File: src/rtl/ifetch_if.sv
// Instruction-memory request/acknowledge bus between the fetch stage and imem.
interface ifetch_if #(
    parameter int XLEN = 32
);
    logic            imem_req;
    logic [XLEN-1:0] imem_addr;
    logic            imem_ack;
    logic [XLEN-1:0] imem_rdata;

    modport master (output imem_req, output imem_addr, input imem_ack, input imem_rdata);
    modport slave  (input imem_req, input imem_addr, output imem_ack, output imem_rdata);
endinterface

File: src/rtl/ifetch_unit.sv
// Fetch stage: owns the PC, fetches over imem req/ack, holds each word for one
// execute window, then follows pcsrc; a misaligned taken target halts the core.
module ifetch_unit #(
    parameter int              XLEN     = 32,
    parameter logic [XLEN-1:0] RESET_PC = '0,
    parameter logic [XLEN-1:0] NOP_WORD = XLEN'(32'h0000_0013)
) (
    input  logic            clk,
    input  logic            reset_n,
    ifetch_if.master        imem,
    input  logic            pcsrc,
    input  logic [XLEN-1:0] branch_target,
    input  logic            stall,
    output logic [XLEN-1:0] instr,
    output logic [6:0]      op,
    output logic [2:0]      funct3,
    output logic            funct7b5,
    output logic [XLEN-1:0] pc,
    output logic [XLEN-1:0] pcplus4,
    output logic            instr_valid,
    output logic            misalign_err,
    output logic [31:0]     instret
);

    typedef enum logic [1:0] {
        S_REQ  = 2'd0,
        S_EXEC = 2'd1,
        S_HALT = 2'd2
    } state_e;

    state_e          state_q, state_d;
    logic [XLEN-1:0] pc_q, pc_d;
    logic [XLEN-1:0] instr_q, instr_d;
    logic            req_q, req_d;
    logic            valid_q, valid_d;
    logic            err_q, err_d;
    logic [31:0]     instret_q, instret_d;

    logic            fetch_done;
    logic            commit;

    // req_q is low straight out of reset, so an ack in that first REQ cycle is ignored
    assign fetch_done = (state_q == S_REQ) && req_q && imem.imem_ack;
    assign commit     = (state_q == S_EXEC) && !stall;

    always_comb begin
        state_d   = state_q;
        pc_d      = pc_q;
        instr_d   = instr_q;
        req_d     = 1'b0;
        valid_d   = 1'b0;
        err_d     = err_q;
        instret_d = instret_q;
        case (state_q)
            S_REQ: begin
                if (fetch_done) begin
                    state_d = S_EXEC;
                    instr_d = imem.imem_rdata;
                    valid_d = 1'b1;
                end else begin
                    req_d   = 1'b1;
                    instr_d = NOP_WORD;
                end
            end
            S_EXEC: begin
                if (!commit) begin
                    valid_d = 1'b1;
                end else begin
                    instret_d = instret_q + 32'd1;
                    instr_d   = NOP_WORD;
                    if (pcsrc) begin
                        pc_d = branch_target;
                        // the faulting instruction still retires before the halt
                        if (branch_target[1:0] != 2'b00) begin
                            err_d   = 1'b1;
                            state_d = S_HALT;
                        end else begin
                            state_d = S_REQ;
                            req_d   = 1'b1;
                        end
                    end else begin
                        pc_d    = pcplus4;
                        state_d = S_REQ;
                        req_d   = 1'b1;
                    end
                end
            end
            S_HALT: begin
                instr_d = NOP_WORD;
            end
            default: begin
                state_d = S_HALT;
                instr_d = NOP_WORD;
            end
        endcase
    end

    always_ff @(posedge clk or negedge reset_n) begin
        if (!reset_n) begin
            state_q   <= S_REQ;
            pc_q      <= RESET_PC;
            instr_q   <= NOP_WORD;
            req_q     <= 1'b0;
            valid_q   <= 1'b0;
            err_q     <= 1'b0;
            instret_q <= 32'd0;
        end else begin
            state_q   <= state_d;
            pc_q      <= pc_d;
            instr_q   <= instr_d;
            req_q     <= req_d;
            valid_q   <= valid_d;
            err_q     <= err_d;
            instret_q <= instret_d;
        end
    end

    assign imem.imem_req  = req_q;
    assign imem.imem_addr = pc_q;
    assign instr          = instr_q;
    assign op             = instr_q[6:0];
    assign funct3         = instr_q[14:12];
    assign funct7b5       = instr_q[30];
    assign pc             = pc_q;
    assign pcplus4        = pc_q + XLEN'(4);
    assign instr_valid    = valid_q;
    assign misalign_err   = err_q;
    assign instret        = instret_q;

endmodule

File: src/flat_wrapper.sv
// flat-port wrapper written by rule: the top's interface ports become plain ports
module ifetch_unit_flat 
#(
    parameter int              XLEN     = 32,
    parameter logic [XLEN-1:0] RESET_PC = '0,
    parameter logic [XLEN-1:0] NOP_WORD = XLEN'(32'h0000_0013)
)
  (clk, reset_n, pcsrc, branch_target, stall, instr, op, funct3, funct7b5, pc, pcplus4, instr_valid, misalign_err, instret, imem_imem_req, imem_imem_addr, imem_imem_ack, imem_imem_rdata);
  ifetch_if #(.XLEN(XLEN)) imem_i ();
  input  logic clk;
  input  logic reset_n;
  input  logic pcsrc;
  input  logic [XLEN-1:0] branch_target;
  input  logic stall;
  output logic [XLEN-1:0] instr;
  output logic [6:0] op;
  output logic [2:0] funct3;
  output logic funct7b5;
  output logic [XLEN-1:0] pc;
  output logic [XLEN-1:0] pcplus4;
  output logic instr_valid;
  output logic misalign_err;
  output logic [31:0] instret;
  output wire logic [$bits(imem_i.imem_req)-1:0] imem_imem_req;
  output wire logic [$bits(imem_i.imem_addr)-1:0] imem_imem_addr;
  input wire logic [$bits(imem_i.imem_ack)-1:0] imem_imem_ack;
  input wire logic [$bits(imem_i.imem_rdata)-1:0] imem_imem_rdata;
  assign imem_imem_req = imem_i.imem_req;
  assign imem_imem_addr = imem_i.imem_addr;
  assign imem_i.imem_ack = imem_imem_ack;
  assign imem_i.imem_rdata = imem_imem_rdata;
  ifetch_unit #(.XLEN(XLEN), .RESET_PC(RESET_PC), .NOP_WORD(NOP_WORD)) u_core (.clk(clk), .reset_n(reset_n), .imem(imem_i), .pcsrc(pcsrc), .branch_target(branch_target), .stall(stall), .instr(instr), .op(op), .funct3(funct3), .funct7b5(funct7b5), .pc(pc), .pcplus4(pcplus4), .instr_valid(instr_valid), .misalign_err(misalign_err), .instret(instret));
endmodule
File: config.mk
export PLATFORM = sky130hd
export DESIGN_NAME = ifetch_unit_flat
export DESIGN_NICKNAME = d
export VERILOG_FILES = /design/src/rtl/ifetch_if.sv /design/src/rtl/ifetch_unit.sv /design/src/flat_wrapper.sv
export SDC_FILE = /design/constraint.sdc
export NUM_CORES = 1
export LEC_CHECK = 0
export ABC_AREA = 1
export CAP_MARGIN = 20
export CORE_AREA = 5 5 151 153
export CTS_BUF_LIST = sky130_fd_sc_hd__clkbuf_4 sky130_fd_sc_hd__clkbuf_8 sky130_fd_sc_hd__clkbuf_16
export DETAILED_ROUTE_END_ITERATION = 8
export DIE_AREA = 0 0 156 158
export PLACE_DENSITY = 0.63
export SYNTH_ARGS = -nofsm -noshare
export SYNTH_HDL_FRONTEND = slang
export SYNTH_SLANG_ARGS = --single-unit
File: constraint.sdc
create_clock -name clk -period 3 [get_ports clk]
set_clock_uncertainty 0.05 [all_clocks]
set_input_delay 0.6 -clock clk [delete_from_list [all_inputs] [get_ports clk]]
set_output_delay 0.6 -clock clk [all_outputs]
set_load 0.01 [all_outputs]
# ---- Yosys cells after proc, flatten, opt, wreduce, memory -nomap -nowiden
# Cells that the tools add are included.
dict set report word_totals {
  reg_bits 101
  latch_bits 0
  ram_bits 0
  rom_bits 0
  output_inout_bits 174
  memories 0
}
dict set report classes {
  addsub 2
  mul 0
  div_mod_pow 0
  n_lt_le_gt_ge 0
  eq_ne 4
  shifts 0
  mux 17
  n_bitwise 1
  reduce_logical 9
}
# cell n
set ops {}
lappend ops {{two-way mux 32 bit} 3}
lappend ops {{case mux 32 bit (2 select lines)} 1}
lappend ops {{adder 32 x 1 -> 32 bit (second input constant)} 1}
lappend ops {{adder 32 x 3 -> 32 bit (second input constant)} 1}
lappend ops {{two-way mux 2 bit} 4}
lappend ops {{two-way mux 1 bit} 6}
lappend ops {{case mux 2 bit (3 select lines)} 1}
lappend ops {{inequality test 2 x 1 -> 1 bit (second input constant)} 2}
lappend ops {{case mux 1 bit (2 select lines)} 2}
lappend ops {{AND reduction 4 bit} 1}
lappend ops {{logical AND 1 bit} 3}
lappend ops {{AND reduction 3 bit} 1}
lappend ops {{== test 2 x 1 -> 1 bit (second input constant)} 1}
lappend ops {{== test 2 bit (second input constant)} 1}
lappend ops {{logical NOT 2 bit} 1}
lappend ops {{AND reduction 2 bit} 1}
lappend ops {{nonzero test 2 bit} 1}
lappend ops {{logical NOT 1 bit} 1}
lappend ops {{NOT 1 bit} 1}

# ---- Depth between registers and ports, before layout
dict set report depth {
  word_depth 5
  depth_mapped 10
}

# ---- Worst setup path before layout
# Ideal clock, no wire load.
dict set report synth_timing {
  kind {reg-to-output}
  startpoint {reg u_core.pc_q[2], in the netlist u_core.imem.imem_addr[2]}
  endpoint {out pcplus4[26]}
  arrival_ns 1.434
  required_ns 2.350
  setup_slack_ns 0.916
  stages_incl_launch_ff 8
  path_buffers 0
  cell_sequence {dfrtp_1 ha_1 inv_1 nor2_2 nand2_4 nor2_4 nand3_1 and2_1}
}
dict set report synth_between {
  elab_chain_len 1
}
# element line
set synth_lines {}
lappend synth_lines {{from (decl)} ifetch_unit.sv:32} ;# logic [XLEN-1:0] pc_q, pc_d;
lappend synth_lines {{from (signal assigned)} ifetch_unit.sv:109} ;# pc_q <= pc_d;
lappend synth_lines {{adder 32 x 3 -> 32 bit} ifetch_unit.sv:125} ;# assign pcplus4 = pc_q + XLEN'(4);
lappend synth_lines {{to (decl)} flat_wrapper.sv:20} ;# output logic [XLEN-1:0] pcplus4;
# Every way passes these cells.

# ---- Worst setup path in the final report
dict set report layout_timing {
  startpoint {reg u_core.pc_q[2], in the netlist u_core.imem.imem_addr[2]}
  endpoint {out pcplus4[18]}
}
# The elaborated chain is that of the path after synthesis.

==> key figures <==
Run status
  • Outcome: finished clean

Worst setup path
  • Crit Path Class: reg2out
  • Max FO, Critical Path: 5
  • Startpoint types: flop
  • CP most frequent cell: nor2_4
  • CP arrival: 2.25 ns
  • Crit path cell chain: ha_1, inv_1, nor2_4, nand2_4, nor2_4, xor2_2, clkdlybuf4s50_1
  • Top delay family on crit path: buffers and inverters
  • CP Data Required Time: 2.35 ns
  • Crit path buf inv count: 2
  • Crit path capture type: primary output
  • CP max stage delay: 0.57 ns
  • Worst path slowest cell: clkdlybuf4s50_1

Synthesis
  • EDFF count, synth: 0
  • FFs w/ async S/R, synth: 100%
  • Netlist Area Pre-Place: 6260 um2
  • Syn_nets: 972
  • Post-synthesis sequential area ratio: 40.4%
  • Mapped Cells: 901
  • Warnings from Yosys: 0
  • Yosys cell types: 30
  • Synthesis-stage register bit count: 101
  • Mean Syn Cell Area: 6.95 um2
  • Synth Flop Type: dfrtp_1

Finish
  • Proportion of layout cells with a drive suffix above 1: 8.96%
  • Leading cell type in the layout, fill and taps excluded: nand2_1
  • Most frequent cells in the layout: nand2_1 (330), clkdlybuf4s50_1 (234), inv_1 (117), dfrtp_1 (82), nor2_1 (79)
  • Register Area: 2550 um2
  • Fillers: 2179
  • Final core occ: 42.7%
  • Synth-to-Final Area Change: 46.0%
  • Nets: 1182
  • Area of the multi-input gates: 2870 um2
  • N_diodes: 0

Placed design
  • DP Wirelength: 16.0 mm
  • IO Port Bufs: 242
  • RD Place Congestion: 0.869
  • Post-Place Worst Slack: 0.288 ns

Floorplan
  • Starting Density: 29.2%
  • Die width: 156 um
  • I/O pins: 243
  • Die Height: 158 um
  • Total die area: 24600 um2
  • Cell Rows: 54
  • Core area: 21400 um2

STA
  • Final WS setup: 0.0990 ns
  • Max-Slew Margin vs Limit: 58.6%
  • Post-layout min period: 2.90 ns
  • Pins Over Slew Limit: 0
  • Slew @ Worst Pin: 0.622 ns
  • Hold Fails Final Rpt: 0
  • Hold WS: 0.198 ns
  • # setup viols final: 0
  • F_max: 345 MHz
  • Setup TNS: 0 ns
  • Final period util: 96.7%
  • RSZ-0062 raised after global routing: true

Global route
  • First-pass GRT wire length: 33.8 mm
  • Vias in the first global route: 6386
  • Initial antenna violation count: 0
  • Total gr overflow: 0
  • Largest net degree at the start of global routing: 44
  • GRT Overall Usage: 17.2%

Detailed routing
  • Final wirelength: 20.8 mm
  • Antenna-violating nets left: 0
  • 1st-pass router iterations: 4
  • Vias: 6198
  • DRC viols: 0
  • Wire per inst: 14.9 um
  • DRT iter0 DRCs: 234
  • Vias per cell: 4.44

Clocking
  • Clock latency on the worst-skew pair: 0.35 ns
  • Clk slew on worst S/H paths: 0.08 ns
  • Clock sink count: 101
  • Clock buffer depth: 2
  • Total CTS buffers: 9
  • CTS Root Buffer Type: clkbuf_16
  • # hold bufs at CTS: 0
  • H-tree Lvls: 3
  • CTS tree: done

Power and ir drop
  • Power Total: 3000 uW
  • Power Density: 328 nW/um2
  • LEAKAGE: 0.00419 uW
  • Worst vdd rail ir drop: 223 uV

Hold path
  • Hold WC Path Type: in2async

Run
  • Maxcap violations: 0
## layout make-up
cell class / instances / area share (%)
multi-input combinational: 614 / 31.4
timing repair buffer: 264 / 28.8
clock inverter: 5 / 0.479
clock buffer: 11 / 2.70
inverter: 121 / 4.97
tap: 280 / 3.83
sequential: 101 / 27.9
## power by group
part,switching (uW),internal [uW],total (uW)
Clock,557,607,1160
Sequential,41.6,1380,1430
Combinational,178,232,410
## registers in the layout, summed over array words and instances (netlist names)
name                   count
u_core.instret            32
u_core.misalign_err        1
u_core.instr              32
u_core.instr_valid         1
u_core.imem.imem_addr     32
u_core.imem.imem_req       1
u_core.state_q             2
## worst register-to-register path, delay by kind of cell, from the launching register on
| kind | cells | cell delay [ns] |
|---|---|---|
| DFF | 1 | 0.39 |
| AOI/OAI and AO/OA | 2 | 0.21 |
| and+or+nand+nor | 3 | 0.64 |
| buffers and inverters | 2 | 0.33 |
## stage by stage
step | std cells | instance area, um2
global route | 1396 | 9140
floorplan | 901 | 6260
detailed placement | 1371 | 8730
finish | 1396 | 9140
global placement | 1371 | 8730
CTS | 1388 | 9040
## routing by layer
layer / global-route usage [%] / wire length [um] / vias to the layer above
met2: 29.3 / 9930 / 211
met5: 0 / 0 / -
met3: 5.80 / 1830 / 20
met4: 4.92 / 323 / 0
li1: - / - / 3112
met1: 20.7 / 8750 / 2855
## synth_stat cells (4+ instances only)
cell type / n / area [um2]
a21oi_1: 4 / 20.0
and2_1: 6 / 37.5
buf_2: 11 / 55.1
buf_4: 45 / 338
clkbuf_1: 8 / 30.0
dfrtp_1: 98 / 2450
inv_1: 117 / 439
inv_2: 4 / 15.0
nand2_1: 331 / 1240
nand2_2: 5 / 31.3
nand3_1: 73 / 365
nor2_1: 81 / 304
nor2_2: 10 / 62.6
nor2_4: 10 / 113
o21ai_0: 49 / 245
xnor2_1: 5 / 43.8
xor2_1: 18 / 158
xor2_2: 5 / 81.3
## timing repair
action / in CTS / in global routing
gates cloned: 0 / 0
resized for setup: 6 / 21
pin swaps: 0 / 4
buffers inserted: 1 / 8
endpoints found under the setup margin: 17 / 21
## final timing paths
check | from | endpoint | slack, ns | depth (start not counted)
min in group clk | u_core.misalign_err | u_core.misalign_err | 0.41 | 2
max in group asynchronous | reset_n | u_core.instr[0] | 1.90 | 2
max reg2reg | u_core.state_q[1] | u_core.imem.imem_addr[2] | 1.27 | 7
min | reset_n | u_core.imem.imem_addr[15] | 0.20 | 1
min reg2reg | u_core.misalign_err | u_core.misalign_err | 0.41 | 2
max | u_core.imem.imem_addr[2] | pcplus4[18] | 0.1 | 7
## logic make-up after synthesis
group,after synthesis,share of synthesized area (%)
AND/OR/NAND/NOR,525,35.7
AO/OA/AOI/OAI,59,4.88
XOR/XNOR,28,4.52
buffers and inverters,186,14.1
flip-flops,101,40.4
adder cells (fa/ha/maj),2,0.400
Power figures use the tool's default switching activity.
